==> src/rtl/hcs_scan_controller.sv <==
// hcs_scan_controller: samples sensor operands, waits for the datapath to settle, captures and debounces its results
module hcs_scan_controller #(
    parameter int SCAN_PERIOD = 16,
    parameter int SETTLE      = 2,
    parameter int PERSIST     = 3
) (
    input  logic       clk,
    input  logic       rst,
    input  logic       startScan,
    input  logic       autoScan,
    input  logic [5:0] pressureIn,
    input  logic [3:0] phIn,
    input  logic [2:0] bloodTypeIn,
    input  logic [7:0] fdSensorIn,
    input  logic [7:0] bloodSensorIn,
    input  logic [3:0] tempSensorIn,
    input  logic       cfgWe,
    input  logic [7:0] fdFactoryIn,
    input  logic [4:0] baseTempIn,
    input  logic [3:0] tempCoefIn,
    output logic [5:0] pressureData,
    output logic [3:0] bloodPH,
    output logic [2:0] bloodType,
    output logic [7:0] fdSensorValue,
    output logic [7:0] bloodSensor,
    output logic [3:0] tempSensorValue,
    output logic [7:0] fdFactoryValue,
    output logic [4:0] factotyBaseTemp,
    output logic [3:0] factotyTempCoef,
    input  logic [3:0] hcsFlags,
    input  logic [3:0] hcsGlycemic,
    output logic       resValid,
    input  logic       resReady,
    output logic [3:0] resFlags,
    output logic [3:0] resGlycemic,
    output logic [3:0] alarm,
    output logic       busy,
    output logic [7:0] scanCount
);
    localparam int PW = $clog2(SCAN_PERIOD);
    localparam int SW = SETTLE > 1 ? $clog2(SETTLE) : 1;
    localparam int CW = $clog2(PERSIST + 1);
    localparam logic [PW-1:0] PERIOD_TOP  = PW'(SCAN_PERIOD - 1);
    localparam logic [SW-1:0] SETTLE_TOP  = SW'(SETTLE - 1);
    localparam logic [CW-1:0] PERSIST_TOP = CW'(PERSIST);

    typedef enum logic [2:0] {IDLE, LOAD, SETTLING, CAPTURE, HOLD} state_t;

    state_t        state, state_next;
    logic [PW-1:0] period_cnt;
    logic [SW-1:0] settle_cnt;
    logic [CW-1:0] persist_cnt [4];
    logic [CW-1:0] persist_next [4];
    logic          tick, load_en, capture_en, cfg_en;

    assign tick = autoScan && period_cnt == '0;

    // period counter keeps running during scans; ticks seen outside IDLE are simply lost
    always_ff @(posedge clk)
        if (rst || !autoScan || tick) period_cnt <= PERIOD_TOP;
        else period_cnt <= period_cnt - 1'b1;

    // state register
    always_ff @(posedge clk)
        if (rst) state <= IDLE;
        else state <= state_next;

    // next-state logic; a simultaneous start and tick yield one scan
    always_comb begin
        state_next = state;
        case (state)
            IDLE:     if (startScan || tick) state_next = LOAD;
            LOAD:     state_next = SETTLING;
            SETTLING: if (settle_cnt == '0) state_next = CAPTURE;
            CAPTURE:  state_next = HOLD;
            HOLD:     if (resReady) state_next = IDLE;
            default:  state_next = IDLE;
        endcase
    end

    // state-decoded strobes
    always_comb begin
        busy       = state != IDLE;
        cfg_en     = state == IDLE && cfgWe;
        load_en    = state == LOAD;
        capture_en = state == CAPTURE;
    end

    // settle window countdown
    always_ff @(posedge clk)
        if (rst) settle_cnt <= '0;
        else if (load_en) settle_cnt <= SETTLE_TOP;
        else if (state == SETTLING && settle_cnt != '0) settle_cnt <= settle_cnt - 1'b1;

    // operand and factory registers feeding the datapath
    always_ff @(posedge clk)
        if (rst) begin
            pressureData    <= '0;
            bloodPH         <= '0;
            bloodType       <= '0;
            fdSensorValue   <= '0;
            bloodSensor     <= '0;
            tempSensorValue <= '0;
            fdFactoryValue  <= '0;
            factotyBaseTemp <= '0;
            factotyTempCoef <= '0;
        end else begin
            if (load_en) begin
                pressureData    <= pressureIn;
                bloodPH         <= phIn;
                bloodType       <= bloodTypeIn;
                fdSensorValue   <= fdSensorIn;
                bloodSensor     <= bloodSensorIn;
                tempSensorValue <= tempSensorIn;
            end
            if (cfg_en) begin
                fdFactoryValue  <= fdFactoryIn;
                factotyBaseTemp <= baseTempIn;
                factotyTempCoef <= tempCoefIn;
            end
        end

    // captured result and its valid/ready handshake
    always_ff @(posedge clk)
        if (rst) begin
            resValid    <= 1'b0;
            resFlags    <= '0;
            resGlycemic <= '0;
            scanCount   <= '0;
        end else if (capture_en) begin
            resValid    <= 1'b1;
            resFlags    <= hcsFlags;
            resGlycemic <= hcsGlycemic;
            scanCount   <= scanCount + 1'b1;
        end else if (state == HOLD && resReady) begin
            resValid    <= 1'b0;
        end

    // saturating consecutive-flag counters
    always_comb
        for (int i = 0; i < 4; i++)
            persist_next[i] = !hcsFlags[i] ? '0 :
                              persist_cnt[i] == PERSIST_TOP ? PERSIST_TOP : persist_cnt[i] + 1'b1;

    // alarms follow the counters on each capture
    always_ff @(posedge clk)
        for (int i = 0; i < 4; i++)
            if (rst) begin
                persist_cnt[i] <= '0;
                alarm[i]       <= 1'b0;
            end else if (capture_en) begin
                persist_cnt[i] <= persist_next[i];
                alarm[i]       <= persist_next[i] == PERSIST_TOP;
            end
endmodule

==> config.mk <==
export PLATFORM = sky130hd
export DESIGN_NAME = hcs_scan_controller
export DESIGN_NICKNAME = d
export VERILOG_FILES = /design/src/rtl/hcs_scan_controller.sv
export SDC_FILE = /design/constraint.sdc
export NUM_CORES = 1
export LEC_CHECK = 0
export CAP_MARGIN = 20
export CORE_MARGIN = 5
export CORE_UTILIZATION = 42
export DETAILED_ROUTE_END_ITERATION = 10
export PLACE_DENSITY = 0.79
export SLEW_MARGIN = 40
export SYNTH_ARGS = -nofsm -noshare
export SYNTH_HDL_FRONTEND = slang
export SYNTH_SLANG_ARGS = --single-unit
==> constraint.sdc <==
create_clock -name clk -period 1.89 [get_ports clk]
set_clock_uncertainty 0.05 [all_clocks]
set_input_delay 0.4725 -clock clk [delete_from_list [all_inputs] [get_ports clk]]
set_output_delay 0.4725 -clock clk [all_outputs]
set_load 0.005 [all_outputs]
==> results_tabular.tex, run 1 <==
\begin{tabular}{lr}
\hline
Metric & Value \\
\hline
\multicolumn{2}{l}{\textbf{Run status}} \\
\quad Status & finished clean \\
\multicolumn{2}{l}{\textbf{Synthesis}} \\
\quad Synth top area share & 0.4804 \\
\quad Leading post-synthesis cells by cell area & sky130\_fd\_sc\_hd\_\_dfxtp\_1 (48\%), sky130\_fd\_sc\_hd\_\_nand2\_1 (15\%), sky130\_fd\_sc\_hd\_\_a21oi\_1 (11\%) \\
\quad Yosys reg bits & 87 \\
\quad Synth async-reset ratio & 0 \\
\quad Cell Area, Synth & 3292 um\^{}2 \\
\quad Main flop type after synthesis & sky130\_fd\_sc\_hd\_\_dfxtp\_1 \\
\quad Net Count, Synth & 456 \\
\quad Sequential element share of the synthesized area & 0.5534 \\
\quad Mapped Cells & 389 \\
\quad Mapped Avg Cell Area & 8.462 um\^{}2 \\
\quad Library cell with the largest summed area after synthesis & sky130\_fd\_sc\_hd\_\_dfxtp\_1 \\
\quad Number of unique standard cell types used by synthesis & 35 \\
\quad Synthesis Warnings & 0 \\
\quad Number of enable-type register cells in the synthesized netlist & 8 \\
\multicolumn{2}{l}{\textbf{Cells and area}} \\
\quad Ant. Diodes & 0 \\
\quad Count of nets after finishing & 589 \\
\quad Post-route cell area & 4974 um\^{}2 \\
\quad Final cell utilization of the core & 0.6470 \\
\quad Relative area change from synthesis to final layout & 51.08\% \\
\quad Most frequent cells in the layout & sky130\_fd\_sc\_hd\_\_nand2\_1 (133), sky130\_fd\_sc\_hd\_\_clkdlybuf4s50\_1 (133), sky130\_fd\_sc\_hd\_\_dfxtp\_1 (76) \\
\quad Fraction of final layout cells sized beyond drive strength 1 & 0.07034 \\
\multicolumn{2}{l}{\textbf{Detailed routing}} \\
\quad First-pass DRT Iterations & 5 \\
\quad Overall via count from detail\_route & 3,062 \\
\quad Post-detailed-route wirelength per cell & 13.45 um \\
\quad First-iteration detailed-routing DRC count & 92 \\
\quad Vias per Instance & 4.876 \\
\quad Number of nets with antenna violations after detailed routing & 0 \\
\quad Total DRC errors in the routed layout & 0 \\
\quad Wire length after detailed routing & 8449 um \\
\multicolumn{2}{l}{\textbf{Placement}} \\
\quad IO Port Bufs & 135 \\
\quad HPWL reported at the end of detailed placement & 6186 um \\
\quad Area post-placement & 4735 um\^{}2 \\
\quad Routability cong. & 0.7386 \\
\multicolumn{2}{l}{\textbf{Clock network}} \\
\quad Skew-Pair Late Insertion Delay & 0.34 ns \\
\quad Num CTS Buffers & 9 \\
\quad Quantity of hold-fixing buffers added after cts & 0 \\
\quad CTS sink count & 87 \\
\quad Largest buffer count on any clock path & 2 \\
\quad H-tree lvl count & 3 \\
\quad CTS clk-pin slew, worst paths & 0.08 ns \\
\quad Buffer type at the clock tree root & sky130\_fd\_sc\_hd\_\_clkbuf\_8 \\
\quad Clock tree from TritonCTS & done \\
\multicolumn{2}{l}{\textbf{Timing}} \\
\quad Number of hold violations in the final report & 0 \\
\quad Count of endpoints failing setup in the final report & 0 \\
\quad Period utilization & 0.9756 \\
\quad Normalized max-slew margin & 0.5567 \\
\quad Final setup TNS & 0 ns \\
\quad Min cycle time layout & 1.844 ns \\
\quad Max-slew violations & 0 \\
\quad Highest clock rate & 542.3 MHz \\
\quad Transition time of the tightest slew-check pin & 0.6649 ns \\
\multicolumn{2}{l}{\textbf{Global route}} \\
\quad Via count of the first global-routing pass & 3,028 \\
\quad First-pass GRT wire length & 13,810 um \\
\quad Maximum number of pins on one net before global-route repair & 37 \\
\quad Number of antenna violations at the first check in global routing & 0 \\
\quad Aggregate global routing overflow & 0 \\
\quad Total GRT Usage & 0.1725 \\
\multicolumn{2}{l}{\textbf{Floorplan}} \\
\quad Area of the core region & 7687 um\^{}2 \\
\quad Area of the die & 9708 um\^{}2 \\
\quad Initial Utilization & 0.4282 \\
\quad Die extent in y & 98.53 um \\
\quad Number of ports placed on the die boundary & 136 \\
\quad Number of cell rows & 32 \\
\quad Horiz. Die Dim & 98.53 um \\
\multicolumn{2}{l}{\textbf{Worst setup path}} \\
\quad Endpoint required time on the critical path & 1.37 ns \\
\quad Crit-path cells & or3\_4, dlygate4sd2\_1 \\
\quad Maximum fanout encountered on the critical timing path & 2 \\
\quad Crit path largest cell delay & 0.37 ns \\
\quad Kind of cell adding the most delay to the critical path & simple AND/OR/NAND/NOR gates \\
\quad Crit. End Element & output port \\
\quad Buf+Inv Stages, Crit Path & 1 \\
\quad Worst setup path category & flip-flop to output port \\
\quad Crit start category & flip-flop \\
\quad Worst path arrival time & 1.32 ns \\
\quad Standard cell with the maximum stage delay on the critical path & sky130\_fd\_sc\_hd\_\_or3\_4 \\
\multicolumn{2}{l}{\textbf{Pwr}} \\
\quad IR Drop Worst-Case VDD & 493.0 uV \\
\quad Areal power density over the cells & 904.7 nW/um\^{}2 \\
\quad Leakage component of the power & 0.001817 uW \\
\multicolumn{2}{l}{\textbf{Hold path}} \\
\quad Worst hold path type & input pin to flip-flop \\
\multicolumn{2}{l}{\textbf{Flow run}} \\
\quad Count of maximum capacitance violations & 0 \\
\hline
\end{tabular}
[where the power goes]
group / internal, uW / switching, uW
sequential: 2020 / 85.0
clock: 818 / 610
combinational: 526 / 438
total: 3370 / 1130
[layer usage]
layer / part of all wire / track usage
met1: 0.42 / 0.1980
met2: 0.49 / 0.2907
met3: 0.083 / 0.06582
met4: 0.012 / 0.06723
met5: 0 / 0
[cell usage after synthesis (2+ instances only)]
cell type                    n
sky130_fd_sc_hd__xnor2_1     5
sky130_fd_sc_hd__nor2_1     13
sky130_fd_sc_hd__nand3_1     6
sky130_fd_sc_hd__dfxtp_1    79
sky130_fd_sc_hd__ha_1        3
sky130_fd_sc_hd__nor3_1      2
sky130_fd_sc_hd__or4_1       2
sky130_fd_sc_hd__buf_4       6
sky130_fd_sc_hd__edfxtp_1    8
sky130_fd_sc_hd__nand2_1   133
sky130_fd_sc_hd__o21ai_0     4
sky130_fd_sc_hd__buf_2       7
sky130_fd_sc_hd__a21oi_1    74
sky130_fd_sc_hd__or3_1       3
sky130_fd_sc_hd__clkbuf_1   10
sky130_fd_sc_hd__o31ai_1     4
sky130_fd_sc_hd__inv_1      12
[cell type report]
class | count | area (um^2)
clock inverters | 3 | 65.06
flip-flops and latches | 87 | 1828
clock buffers | 12 | 156.4
fillers | 685 | 2714
inverters | 12 | 45.04
repair buffers | 147 | 1448
multi-input cells | 265 | 1304
well taps | 102 | 127.6
[cell families (layout without fill, tap and decap cells)]
group | Yosys count | in the layout | share of synthesized area
DFF | 87 | 87 | 0.5534
AOI/OAI and AO/OA | 85 | 85 | 0.1357
buffers and inverters | 37 | 174 | 0.05397
xor gates and xnor gates | 5 | 5 | 0.01330
and+or+nand+nor | 171 | 171 | 0.2288
muxes | 1 | 1 | 0.003421
adders and majority gates | 3 | 3 | 0.01140
[worst paths after layout]
kind                                 start                               to  slack, ns  cells past startpoint
hold reg to reg   period_cnt[0]$_SDFF_PP1_         period_cnt[0]$_SDFF_PP1_       0.36                      1
setup / recovery     state[0]$_SDFFE_PP0P_                             busy       0.05                      2
hold / removal                         rst            alarm[3]$_SDFFE_PP0P_       0.34                      2
setup reg to reg     state[2]$_SDFFE_PP0P_  persist_cnt[2][1]$_SDFFCE_PN0P_       0.15                      4
[stage by stage]
step / hold slack, ns / worst slack, ns / instances / power (uW)
floorplan: 0.3217 / 0.3948 / 389 / 2590
global placement: 0.3308 / 0.006091 / 612 / 3089
detailed placement: 0.3451 / -0.05636 / 612 / 3117
CTS: 0.3192 / 0.01588 / 627 / 4546
global route: 0.3415 / -0.0006618 / 628 / 4739
finish: 0.3399 / 0.04607 / 628 / 4499
[registers in the layout, summed over array words and instances (netlist names), 5 cells and up]
register / cells
persist_cnt: 8
fdFactoryValue: 8
fdSensorValue: 8
bloodSensor: 8
pressureData: 6
scanCount: 8
factotyBaseTemp: 5
[repair_timing]
| action | 4_1_cts | 5_1_grt |
|---|---|---|
| setup endpoints to repair | 1 | 3 |
| resized for setup | 3 | 3 |
| buffers inserted | 0 | 1 |
Power figures use the tool's default switching activity.
==> inputs of run 2 (changes only) <==
CAP_MARGIN = 5   (was 20)
GPL_ROUTABILITY_DRIVEN = 0   (was not set)
==> results of run 2 <==
Same layout as run 1: the final DEF is identical, and so are final timing and power.
==> inputs of run 3 (changes only) <==
RECOVER_POWER = 50   (was not set)
==> run 3 against run 2 <==
Against the previous run: maximum frequency is 0.71% higher; first-iteration DRC count grew 16%; sequential share of layout area up 0.064 points; non-clock buffer count stayed put; via count increased by 0.16%; global-route usage is the same; critical path type unchanged; critical endpoint unchanged; largest cell class unchanged.
==> results_tabular.tex, run 3 (synthesized netlist as in run 1, its figures left out) <==
\begin{tabular}{lr}
\hline
Metric & Value \\
\hline
\multicolumn{2}{l}{\textbf{Worst setup path}} \\
\quad Timing startpoint of the critical path & state[2]\$\_SDFFE\_PP0P\_ \\
\quad Launch instance of the worst register-to-register path & state[2]\$\_SDFFE\_PP0P\_ \\
\quad Crit. End Element & output port \\
\quad Worst setup path category & flip-flop to output port \\
\quad Endpoint required time on the critical path & 1.37 ns (about the same) \\
\quad Crit start category & flip-flop \\
\quad Reg2reg end & persist\_cnt[2][1]\$\_SDFFCE\_PN0P\_ \\
\quad Worst path arrival time & 1.31 ns (about the same) \\
\quad Depth of the worst register-to-register path & 4 (unchanged) \\
\quad Worst setup slack for register-to-register paths & 0.11 ns (-0.04 ns) \\
\quad Maximum fanout encountered on the critical timing path & 2 (unchanged) \\
\quad Capture point of the worst path & busy \\
\multicolumn{2}{l}{\textbf{Global route}} \\
\quad Number of antenna violations at the first check in global routing & 0 (unchanged) \\
\quad Via count of the first global-routing pass & 3,028 (unchanged) \\
\quad First-pass GRT wire length & 13,810 um (unchanged) \\
\quad Maximum number of pins on one net before global-route repair & 37 (unchanged) \\
\quad Total GRT Usage & 0.1725 (unchanged) \\
\quad Aggregate global routing overflow & 0 (unchanged) \\
\multicolumn{2}{l}{\textbf{Floorplan}} \\
\quad Area of the core region & 7687 um\^{}2 (unchanged) \\
\quad Number of cell rows & 32 (unchanged) \\
\quad Area of the die & 9708 um\^{}2 (unchanged) \\
\quad Horiz. Die Dim & 98.53 um (unchanged) \\
\quad Initial Utilization & 0.4282 (unchanged) \\
\quad Die extent in y & 98.53 um (unchanged) \\
\quad Number of ports placed on the die boundary & 136 (unchanged) \\
\multicolumn{2}{l}{\textbf{Clock network}} \\
\quad Buffer type at the clock tree root & sky130\_fd\_sc\_hd\_\_clkbuf\_8 \\
\quad Skew-Pair Late Insertion Delay & 0.34 ns (about the same) \\
\quad CTS clk-pin slew, worst paths & 0.08 ns (about the same) \\
\quad CTS sink count & 87 (unchanged) \\
\quad Largest buffer count on any clock path & 2 (unchanged) \\
\quad H-tree lvl count & 3 (unchanged) \\
\quad Num CTS Buffers & 9 (unchanged) \\
\quad Clock tree from TritonCTS & done \\
\multicolumn{2}{l}{\textbf{Cells and area}} \\
\quad Fraction of final layout cells sized beyond drive strength 1 & 0.06274 (-0.007605) \\
\quad Final cell utilization of the core & 0.6445 (-0.002442) \\
\quad Relative area change from synthesis to final layout & 50.51\% \\
\quad Area used by multi-input combinational logic & 1297 um\^{}2 (-0.48\%) \\
\quad Sequential cell area & 1824 um\^{}2 (-0.21\%) \\
\quad Count of nets after finishing & 589 (unchanged) \\
\quad Ant. Diodes & 0 (unchanged) \\
\quad Most frequent cells in the layout & sky130\_fd\_sc\_hd\_\_nand2\_1 (133), sky130\_fd\_sc\_hd\_\_clkdlybuf4s50\_1 (105), sky130\_fd\_sc\_hd\_\_dfxtp\_1 (77) \\
\quad Fill cell instance count of the final layout & 691 (+0.88\%) \\
\quad Most frequent standard cell in the layout excluding fill and tap cells & sky130\_fd\_sc\_hd\_\_nand2\_1 \\
\multicolumn{2}{l}{\textbf{Detailed routing}} \\
\quad Post-detailed-route wirelength per cell & 13.53 um (+0.54\%) \\
\quad Wire length after detailed routing & 8495 um (+0.54\%) \\
\quad First-pass DRT Iterations & 6 (+1) \\
\quad Total DRC errors in the routed layout & 0 (unchanged) \\
\quad Overall via count from detail\_route & 3,067 (+0.16\%) \\
\quad Number of nets with antenna violations after detailed routing & 0 (unchanged) \\
\quad Vias per Instance & 4.884 (+0.16\%) \\
\quad First-iteration detailed-routing DRC count & 107 (+16\%) \\
\multicolumn{2}{l}{\textbf{Placement}} \\
\quad Worst setup slack after placement & -0.05636 ns (unchanged) \\
\quad HPWL reported at the end of detailed placement & 6186 um (unchanged) \\
\quad IO Port Bufs & 135 (unchanged) \\
\multicolumn{2}{l}{\textbf{Timing}} \\
\quad Min cycle time layout & 1.831 ns (-0.01305 ns) \\
\quad Transition time of the tightest slew-check pin & 0.6650 ns (+0.00004703 ns) \\
\quad Count of endpoints failing setup in the final report & 0 (unchanged) \\
\quad Normalized max-slew margin & 0.5567 (about the same) \\
\quad Final setup TNS & 0 ns (unchanged) \\
\quad Number of hold violations in the final report & 0 (unchanged) \\
\quad Period utilization & 0.9687 (-0.006904) \\
\quad Max-slew violations & 0 (unchanged) \\
\quad Highest clock rate & 546.2 MHz (+0.71\%) \\
\quad Worst hold slack after final layout & 0.3382 ns (-0.001702 ns) \\
\quad Post-layout worst setup margin & 0.05912 ns (+0.01305 ns) \\
\quad Unrepaired setup endpoints after global routing & false \\
\multicolumn{2}{l}{\textbf{Pwr}} \\
\quad Leakage component of the power & 0.001880 uW (+3.5\%) \\
\quad Total power after layout & 4470 uW (-0.64\%) \\
\quad IR Drop Worst-Case VDD & 493.7 uV (+0.15\%) \\
\quad Areal power density over the cells & 902.2 nW/um\^{}2 (-0.27\%) \\
\multicolumn{2}{l}{\textbf{Hold path}} \\
\quad Number of instances on the worst hold path & 2 (unchanged) \\
\quad Worst hold path type & input pin to flip-flop \\
\multicolumn{2}{l}{\textbf{Run status}} \\
\quad Status & finished clean \\
\multicolumn{2}{l}{\textbf{Flow run}} \\
\quad Count of maximum capacitance violations & 0 (unchanged) \\
\hline
\end{tabular}
[run 3: cell type report]
cell class	instances	share of cell area
multi-input cells	265	0.2619
inverters	12	0.009091
well taps	102	0.02576
flip-flops and latches	87	0.3682
clock buffers	12	0.03157
clock inverters	3	0.01313
repair buffers	147	0.2904
[run 3: worst min-delay path by stage]
stage	start	to	slack, ns
final	rst	alarm[3]$_SDFFE_PP0P_	0.34
after global routing	rst	resFlags[3]$_SDFFE_PP0P_	0.34
after CTS	rst	alarm[0]$_SDFFE_PP0P_	0.32
after detailed placement	period_cnt[0]$_SDFF_PP1_	period_cnt[0]$_SDFF_PP1_	0.35
after global placement	period_cnt[0]$_SDFF_PP1_	period_cnt[0]$_SDFF_PP1_	0.33
after floorplan	period_cnt[0]$_SDFF_PP1_	period_cnt[0]$_SDFF_PP1_	0.32
[run 3: where the power goes]
group	leakage [uW]	internal [uW]	switching (uW)	total [uW]
clock network	0.000112	818	611	1430
logic	0.00104	501	437	938
registers	0.000728	2020	82.8	2100
[run 3: stage by stage]
stage	area [um^2]	std cells
after global placement	4735	612
after CTS	4961	627
after detailed placement	4735	612
after floorplan	3292	389
after global routing	4955	628
final	4955	628
[run 3: critical path: stages (launching register included)]
cell	delay, ns
sky130_fd_sc_hd__dfxtp_1	0.31
sky130_fd_sc_hd__or3_4	0.39
sky130_fd_sc_hd__dlygate4sd2_1	0.27
[run 3: routing by layer]
metal | share of wire | track usage | vias up | routed length, um
met3 | 0.087 | 0.06582 | 9 | 742
met4 | 0.012 | 0.06723 | 0 | 102
li1 | - | - | 1548 | -
met5 | 0 | 0 | - | 0
met1 | 0.42 | 0.1980 | 1408 | 3529
met2 | 0.48 | 0.2907 | 102 | 4120
[run 3: timing repair]
action                     CTS  global route
resized for setup            3             3
hold buffers                 0             0
setup endpoints to repair    1             3
buffers inserted             0             1
gates cloned                 0             0
